$ cat src/rtl/kbd_pkg.sv
// Shared FSM encoding and set-2 prefix constants for the PS/2 scan controller.
package kbd_pkg;

    typedef enum logic [1:0] {
        StIdle,
        StPop,
        StGap
    } state_e;

    localparam logic [7:0] SC_EXT = 8'hE0;
    localparam logic [7:0] SC_BRK = 8'hF0;

endpackage

$ cat src/rtl/kbd_ascii_rom.sv
// Set-2 scan code to lowercase ASCII lookup: letters, digits, space, enter; else 0x00.
module kbd_ascii_rom (
    input  logic [7:0] code,
    output logic [7:0] ascii
);

    always_comb begin
        ascii = 8'h00;
        case (code)
            8'h1C: ascii = "a";
            8'h32: ascii = "b";
            8'h21: ascii = "c";
            8'h23: ascii = "d";
            8'h24: ascii = "e";
            8'h2B: ascii = "f";
            8'h34: ascii = "g";
            8'h33: ascii = "h";
            8'h43: ascii = "i";
            8'h3B: ascii = "j";
            8'h42: ascii = "k";
            8'h4B: ascii = "l";
            8'h3A: ascii = "m";
            8'h31: ascii = "n";
            8'h44: ascii = "o";
            8'h4D: ascii = "p";
            8'h15: ascii = "q";
            8'h2D: ascii = "r";
            8'h1B: ascii = "s";
            8'h2C: ascii = "t";
            8'h3C: ascii = "u";
            8'h2A: ascii = "v";
            8'h1D: ascii = "w";
            8'h22: ascii = "x";
            8'h35: ascii = "y";
            8'h1A: ascii = "z";
            8'h45: ascii = "0";
            8'h16: ascii = "1";
            8'h1E: ascii = "2";
            8'h26: ascii = "3";
            8'h25: ascii = "4";
            8'h2E: ascii = "5";
            8'h36: ascii = "6";
            8'h3D: ascii = "7";
            8'h3E: ascii = "8";
            8'h46: ascii = "9";
            8'h29: ascii = 8'h20;
            8'h5A: ascii = 8'h0D;
            default: ascii = 8'h00;
        endcase
    end

endmodule

$ cat src/rtl/kbd_scan_ctrl.sv
// PS/2 receiver FIFO sequencer and set-2 make/break decoder with press counting.
// Define KBD_SCAN_ASCII_EN to add the registered ascii output.
module kbd_scan_ctrl
    import kbd_pkg::*;
#(
    parameter int unsigned GAP_CYCLES = 1,
    parameter int unsigned COUNT_W    = 8
) (
    input  logic               clk,
    input  logic               rst,
    input  logic               ready,
    input  logic [7:0]         data,
    input  logic               overflow,
    output logic               nextdata_n,
    output logic [7:0]         cur_code,
    output logic               ext_key,
    output logic               held,
    output logic [COUNT_W-1:0] key_count,
    output logic               ovf_seen,
`ifdef KBD_SCAN_ASCII_EN
    output logic [7:0]         ascii,
`endif
    output logic               byte_stb
);

    localparam logic [3:0] GAP_LAST = 4'(GAP_CYCLES - 1);

    state_e             state_q, state_d;
    logic [3:0]         gap_q, gap_d;
    logic [7:0]         byte_q, byte_d;
    logic               brk_q, brk_d;
    logic               extp_q, extp_d;
    logic [7:0]         cur_q, cur_d;
    logic               ext_q, ext_d;
    logic               held_q, held_d;
    logic [COUNT_W-1:0] cnt_q, cnt_d;
    logic               nd_q, stb_q, ovf_q;

    always_comb begin
        state_d = state_q;
        gap_d   = gap_q;
        byte_d  = byte_q;
        unique case (state_q)
            StIdle: begin
                if (ready) begin
                    byte_d  = data;
                    state_d = StPop;
                end
            end
            StPop: begin
                gap_d   = '0;
                state_d = StGap;
            end
            StGap: begin
                if (gap_q == GAP_LAST) state_d = StIdle;
                else                   gap_d   = gap_q + 4'd1;
            end
            default: state_d = StIdle;
        endcase
    end

    always_comb begin
        brk_d  = brk_q;
        extp_d = extp_q;
        cur_d  = cur_q;
        ext_d  = ext_q;
        held_d = held_q;
        cnt_d  = cnt_q;
        if (state_q == StPop) begin
            if (byte_q == SC_EXT) begin
                extp_d = 1'b1;
            end else if (byte_q == SC_BRK) begin
                brk_d = 1'b1;
            end else if (brk_q) begin
                // Release only counts if it names exactly the tracked key.
                if (held_q && byte_q == cur_q && extp_q == ext_q) held_d = 1'b0;
                brk_d  = 1'b0;
                extp_d = 1'b0;
            end else begin
                if (!held_q || byte_q != cur_q || extp_q != ext_q) begin
                    cur_d  = byte_q;
                    ext_d  = extp_q;
                    held_d = 1'b1;
                    cnt_d  = cnt_q + COUNT_W'(1);
                end
                extp_d = 1'b0;
            end
        end
    end

    always_ff @(posedge clk) begin
        if (rst) begin
            state_q <= StIdle;
            gap_q   <= '0;
            byte_q  <= '0;
            brk_q   <= 1'b0;
            extp_q  <= 1'b0;
            cur_q   <= '0;
            ext_q   <= 1'b0;
            held_q  <= 1'b0;
            cnt_q   <= '0;
            nd_q    <= 1'b1;
            stb_q   <= 1'b0;
            ovf_q   <= 1'b0;
        end else begin
            state_q <= state_d;
            gap_q   <= gap_d;
            byte_q  <= byte_d;
            brk_q   <= brk_d;
            extp_q  <= extp_d;
            cur_q   <= cur_d;
            ext_q   <= ext_d;
            held_q  <= held_d;
            cnt_q   <= cnt_d;
            // Strobes are registered so they line up exactly with the POP state.
            nd_q    <= (state_d != StPop);
            stb_q   <= (state_d == StPop);
            ovf_q   <= ovf_q | overflow;
        end
    end

    assign nextdata_n = nd_q;
    assign byte_stb   = stb_q;
    assign cur_code   = cur_q;
    assign ext_key    = ext_q;
    assign held       = held_q;
    assign key_count  = cnt_q;
    assign ovf_seen   = ovf_q;

`ifdef KBD_SCAN_ASCII_EN
    logic       press_q;
    logic [7:0] rom_ascii;
    logic [7:0] ascii_q;

    kbd_ascii_rom u_rom (
        .code  (cur_q),
        .ascii (rom_ascii)
    );

    // The counter steps only on a new press, so its change marks one.
    always_ff @(posedge clk) begin
        if (rst) begin
            press_q <= 1'b0;
            ascii_q <= 8'h00;
        end else begin
            press_q <= (cnt_d != cnt_q);
            if (held_q && !held_d) ascii_q <= 8'h00;
            else if (press_q)      ascii_q <= ext_q ? 8'h00 : rom_ascii;
        end
    end

    assign ascii = ascii_q;
`endif

endmodule
$ cat config.mk
export PLATFORM = sky130hd
export DESIGN_NAME = kbd_scan_ctrl
export DESIGN_NICKNAME = d
export VERILOG_FILES = /design/src/rtl/kbd_pkg.sv /design/src/rtl/kbd_ascii_rom.sv /design/src/rtl/kbd_scan_ctrl.sv
export SDC_FILE = /design/constraint.sdc
export NUM_CORES = 1
export LEC_CHECK = 0
export BUFFER_PORTS_ARGS = -buffer_cell sky130_fd_sc_hd__buf_4
export CELL_PAD_IN_SITES_DETAIL_PLACEMENT = 2
export CELL_PAD_IN_SITES_GLOBAL_PLACEMENT = 2
export CORE_MARGIN = 5
export CORE_UTILIZATION = 32
export DETAILED_ROUTE_END_ITERATION = 7
export PLACE_DENSITY = 0.78
export SLEW_MARGIN = 20
export SYNTH_ARGS = -nofsm -noshare
export SYNTH_HDL_FRONTEND = slang
export SYNTH_HIERARCHICAL = 1
export SYNTH_SLANG_ARGS = --single-unit
$ cat constraint.sdc
create_clock -name clk -period 2.3 [get_ports clk]
set_clock_uncertainty 0.15 [all_clocks]
set_input_delay 0.345 -clock clk [delete_from_list [all_inputs] [get_ports clk]]
set_output_delay 0.345 -clock clk [all_outputs]
set_load 0.005 [all_outputs]
==> results.yml, run 1 <==
status:
  status: "completed"
synthesis:
  synthCells: 165
  synth.distinct_cells: 30
  synth_area_per_cell_um2: 9.55
  syn-cell-area_mm2: 0.00158
  synthTopCellsByArea: "dfxtp_1 (47%), mux2i_1 (13%), nor2_1 (6.9%)"
  synth_ff_type: "dfxtp_1"
  ys_seq_area_frac: 0.470
  synth_top_area_cell: "dfxtp_1"
  synth_common_cells: "dfxtp_1 (37), nor2_1 (29), mux2i_1 (20), a21oi_1 (11), xnor2_1 (9)"
  ys_warn_count: 6
  synth_edf_count: 0
  yosysMostFrequentCell: "dfxtp_1"
  synth_top_area_frac: 0.470
  syn_nets: 180
  async_reset_ff_frac: 0
  ys_seq_elements: 37
setup_path:
  crit_fanout: 10
  rr_startpoint: "byte_q[7]$_SDFFE_PP0P_"
  start_kind: "flop"
  reg2reg_depth: 6
  end_kind: "flop"
  critPathArrivalTime_ns: 2.03
  slowest_stage: "o31ai_4"
  slowest_delay_ns: 0.43
  required_ns: 2.31
  rr_endpoint: "cur_code[2]$_SDFFE_PP0P_"
  worstPathCellList: "xnor2_1 > nand4_1 > o31ai_4 > buf_4 > mux2i_1 > nor2_1"
  rrSetupSlack_ns: 0.28
  crit_type: "reg -> reg"
clock_tree:
  cts_buffers: 5
  htree_levels: 2
  hold_buffers: 0
  cts_tree: "built"
  clk_root_buffer_cell: "clkbuf_8"
  cts.sinks: 37
  cts_setup_buffers: 0
  clockBufferDepth: 2
  cts_resized: 0
  clkSlewWorstSetupHoldPaths_ns: 0.07
  clkLatencyLatePin_ns: 0.29
timing:
  slew_viol_final: 0
  setup_viol: 0
  relSlewSlack: 0.658
  fmax_ghz: 0.495
  min_period_ns: 2.02
  hold_viol: 0
  final.setup.tns_ns: 0
  rsz0062_at_grt: "false"
  worstMarginPinSlew_ns: 0.511
  finalCritPeriodShare: 0.878
  worst_slack_ns: 0.280
grt:
  grt_max_degree: 37
  grt_first_pass_wirelength_um: 7490
  grt_usage: 0.154
  antenna_found_initial: 0
  grt_pass1_vias: 1478
  grt-ovfl-total: 0
pwr:
  finalPower_mw: 1.35
  p_leak_nw: 0.831
  ir_drop_mv: 0.313
  power_density_mw_per_mm2: 675
drt:
  vias: 1329
  drt_iter0_drc: 35
  postRouteAntennaNets: 0
  wl_per_cell_um: 16.4
  dr.pass1.iters: 4
  vias_per_cell: 4.94
  drt-total-wl_um: 4420
  route.detailed.drc: 0
placed_design:
  io_buffers: 32
  place_congestion: 0.771
  preCtsSetupSlack_ns: 0.330
  hpwl_um: 3350
floorplanning:
  die_area_mm2: 0.00643
  die-width_um: 80.2
  io_pins: 33
  die_h_um: 80.2
  core-area_mm2: 0.00475
  start_util: 0.332
  row_count: 25
worst_hold_path:
  min_path_type: "in -> reg"
  hp-start: "overflow"
  worstHoldEndpoint: "ovf_seen$_SDFF_PP0_"
  hold-path-cell-count: 3
flow_run:
  drv_cap: 0
cells_and_area:
  final_util: 0.421
  drive_above_1_share: 0.243
  final_nets: 216
  area_growth_syn_to_layout_pct: 26.8
  diodes: 0
metal layers:
metal	track usage	wire, um	vias up
li1	-	-	640
met1	0.163	1800	656
met2	0.288	2350	27
met3	0.0460	212	6
met4	0.0507	63	0
met5	0	0	-
power breakdown:
part / internal (mW) / switching (mW)
clock network: 0.271 / 0.231
logic: 0.0760 / 0.0780
registers: 0.665 / 0.0288
placed cells by master (no fill, tap or decap), types with 2 or more instances in the layout:
| cell type | synthesis | layout |
|---|---|---|
| inv_1 | 4 | 4 |
| nor2b_1 | 3 | 3 |
| nand4_1 | 4 | 4 |
| clkbuf_8 | 0 | 7 |
| buf_4 | 0 | 36 |
| xnor2_1 | 9 | 9 |
| xor2_1 | 2 | 2 |
| or3_1 | 4 | 4 |
| ha_1 | 3 | 3 |
| nand2_1 | 2 | 2 |
| nor3_1 | 5 | 5 |
| a21oi_1 | 11 | 11 |
| o21ai_0 | 5 | 5 |
| dfxtp_1 | 37 | 37 |
| mux2i_1 | 20 | 20 |
| nand3_1 | 6 | 6 |
| nand2b_1 | 3 | 3 |
| nor2_1 | 29 | 29 |
layout make-up:
class,count,area (um2)
clock inverters,1,5.00
clock buffers,7,96.3
well taps,67,83.8
fillers,556,2760
flip-flops and latches,37,741
multi-input cells,117,788
inverters,4,15.0
repair buffers,36,270
registers in the layout, indices dropped and copies added (netlist names):
name        flops
nextdata_n      1
state_q         2
gap_q           4
held            1
brk_q           1
ext_key         1
byte_stb        1
byte_q          8
extp_q          1
ovf_seen        1
key_count       8
cur_code        8
metrics by stage:
step | hold WS, ns | instances | cell area, um2
after floorplan | 0.306 | 165 | 1580
after global placement | 0.298 | 261 | 1900
after detailed placement | 0.311 | 261 | 1900
after CTS | 0.118 | 269 | 2000
after global routing | 0.116 | 269 | 2000
final | 0.122 | 269 | 2000
worst max-delay path by stage:
stage	start	endpoint
finish	byte_q[7]$_SDFFE_PP0P_	cur_code[2]$_SDFFE_PP0P_
global route	byte_q[5]$_SDFFE_PP0P_	cur_code[2]$_SDFFE_PP0P_
CTS	byte_q[7]$_SDFFE_PP0P_	cur_code[2]$_SDFFE_PP0P_
detailed placement	state_q[1]$_SDFF_PP0_	key_count[7]$_SDFFE_PP0P_
global placement	byte_q[7]$_SDFFE_PP0P_	cur_code[0]$_SDFFE_PP0P_
floorplan	byte_q[0]$_SDFFE_PP0P_	key_count[1]$_SDFFE_PP0P_
worst max-delay path: cells and delay by family, from the launching register on:
kind,cells,cell delay [ns]
buf+inv,1,0.23
compound gates,1,0.43
xor+xnor,1,0.22
simple gates,2,0.27
flops,1,0.35
mux,1,0.23
cell families after synthesis:
family                     Yosys count  share of synthesized area
xor gates and xnor gates            11                     0.0611
DFF                                 37                      0.470
and+or+nand+nor                     62                      0.198
muxes                               20                      0.127
buffers and inverters               11                     0.0389
adders and majority gates            3                     0.0238
AOI/OAI and AO/OA                   21                     0.0817
(Power assumes the default switching activity.)
==> inputs of run 2 (changes only) <==
CTS_BUF_LIST = sky130_fd_sc_hd__clkbuf_4   (was unset)
==> run 2 against run 1 <==
Compared with the run above: worst hold slack lost 0.054 ns; clock-buffer cell count fell by 2; total power decreased by 13%; sequential cell count stayed put; combinational power hardly changed.
==> results.yml, run 2 (synthesis gave the netlist of run 1 again) <==
grt:
  grt_pass1_vias: 1486
  grt_usage: 0.153
  grt-ovfl-total: 0
  grt_first_pass_wirelength_um: 7460
  grt_max_degree: 37
  antenna_found_initial: 0
clock_tree:
  cts_buffers: 5
  clk_root_buffer_cell: "clkbuf_4"
  clkLatencyLatePin_ns: 0.34
  htree_levels: 2
  cts_resized: 0
  clockBufferDepth: 2
  hold_buffers: 0
  clkSlewWorstSetupHoldPaths_ns: 0.11
  cts_setup_buffers: 0
  cts_tree: "built"
  cts.sinks: 37
timing:
  slew_viol_final: 0
  setup_viol: 0
  relSlewSlack: 0.666
  fmax_ghz: 0.495
  worstMarginPinSlew_ns: 0.498
  hold_viol: 0
  min_period_ns: 2.02
  finalCritPeriodShare: 0.878
  rsz0062_at_grt: "false"
  final.setup.tns_ns: 0
setup_path:
  rr_endpoint: "cur_code[1]$_SDFFE_PP0P_"
  required_ns: 2.37
  end_kind: "flop"
  rrSetupSlack_ns: 0.28
  crit_end: "cur_code[1]$_SDFFE_PP0P_"
  reg2reg_depth: 6
  slowest_stage: "o31ai_4"
  slowest_delay_ns: 0.40
  start_kind: "flop"
  crit_type: "reg -> reg"
  crit_fanout: 10
  startpoint: "byte_q[5]$_SDFFE_PP0P_"
  worstPathCellList: "xnor2_1 > nand4_1 > o31ai_4 > buf_4 > mux2i_1 > nor2_1"
  critPathArrivalTime_ns: 2.09
  rr_startpoint: "byte_q[5]$_SDFFE_PP0P_"
drt:
  dr_wl_met3_um: 220
  drt_iter0_drc: 26
  wl_met1_um: 1750
  route.detailed.drc: 0
  dr.max_layer_used: "met4"
  wl_per_cell_um: 16.4
  vias: 1325
  postRouteAntennaNets: 0
  dr_wl_met2_um: 2360
  dr.pass1.iters: 4
  drt-total-wl_um: 4400
  vias_per_cell: 4.93
flow_run:
  drv_cap: 0
placed_design:
  hpwl_um: 3350
  io_buffers: 32
  place_congestion: 0.771
cells_and_area:
  final_util: 0.410
  drive_above_1_share: 0.233
  diodes: 0
  fillers: 554
  final_nets: 216
  layout_commonest_cell: "dfxtp_1"
  area_growth_syn_to_layout_pct: 23.6
  most-common-layout-cells: "dfxtp_1 (37), buf_4 (36), nor2_1 (29), mux2i_1 (20), a21oi_1 (11)"
floorplanning:
  row_count: 25
  core-area_mm2: 0.00475
  die_area_mm2: 0.00643
  io_pins: 33
  die_h_um: 80.2
  die-width_um: 80.2
  start_util: 0.332
pwr:
  ir_drop_mv: 0.333
  p_leak_nw: 0.806
  power_density_mw_per_mm2: 602
worst_hold_path:
  min_path_type: "in -> reg"
status:
  status: "completed"
[run 2: power breakdown]
part	internal [mW]	switching, mW
Clock	0.111	0.214
Sequential	0.665	0.0285
Combinational	0.0760	0.0781
[run 2: worst min path at each step]
stage | startpoint | end | slack [ns] | cells after the start
2_1_floorplan | ovf_seen$_SDFF_PP0_ | ovf_seen$_SDFF_PP0_ | 0.31 | 2
4_1_cts | overflow | ovf_seen$_SDFF_PP0_ | 0.06 | 3
6_report | overflow | ovf_seen$_SDFF_PP0_ | 0.07 | 3
3_5_place_dp | ovf_seen$_SDFF_PP0_ | ovf_seen$_SDFF_PP0_ | 0.31 | 2
5_1_grt | overflow | ovf_seen$_SDFF_PP0_ | 0.04 | 3
3_3_place_gp | ovf_seen$_SDFF_PP0_ | ovf_seen$_SDFF_PP0_ | 0.30 | 2
[run 2: stage by stage]
| step | hold slack (ns) | cell area [um2] | power [mW] | setup slack, ns | std cells |
|---|---|---|---|---|---|
| finish | 0.0675 | 1950 | 1.17 | 0.280 | 269 |
| global route | 0.0447 | 1950 | 1.24 | 0.154 | 269 |
| CTS | 0.0581 | 1950 | 1.19 | 0.263 | 269 |
| detailed placement | 0.311 | 1900 | 0.864 | 0.330 | 261 |
| global placement | 0.298 | 1900 | 0.853 | 0.388 | 261 |
| floorplan | 0.306 | 1580 | 0.797 | 0.534 | 165 |
[run 2: layout make-up]
type,count,area [um2],share of cell area
inverter,4,15.0,0.00771
tap,67,83.8,0.0430
sequential,37,741,0.380
clock inverter,3,12.5,0.00642
clock buffer,5,37.5,0.0193
multi-input combinational,117,788,0.405
timing repair buffer,36,270,0.139
[run 2: routing by layer]
layer	vias up	track usage
li1	641	-
met1	649	0.158
met2	29	0.290
met3	6	0.0460
met4	0	0.0507
met5	-	0
[run 2: worst max-delay path, delay by kind of cell (launching register included)]
kind                   cells  cell delay [ns]
flip-flops                 1             0.37
AND/OR/NAND/NOR            2             0.29
buffers and inverters      1             0.24
XOR/XNOR                   1             0.23
multiplexers               1             0.24
AO/OA/AOI/OAI              1             0.40
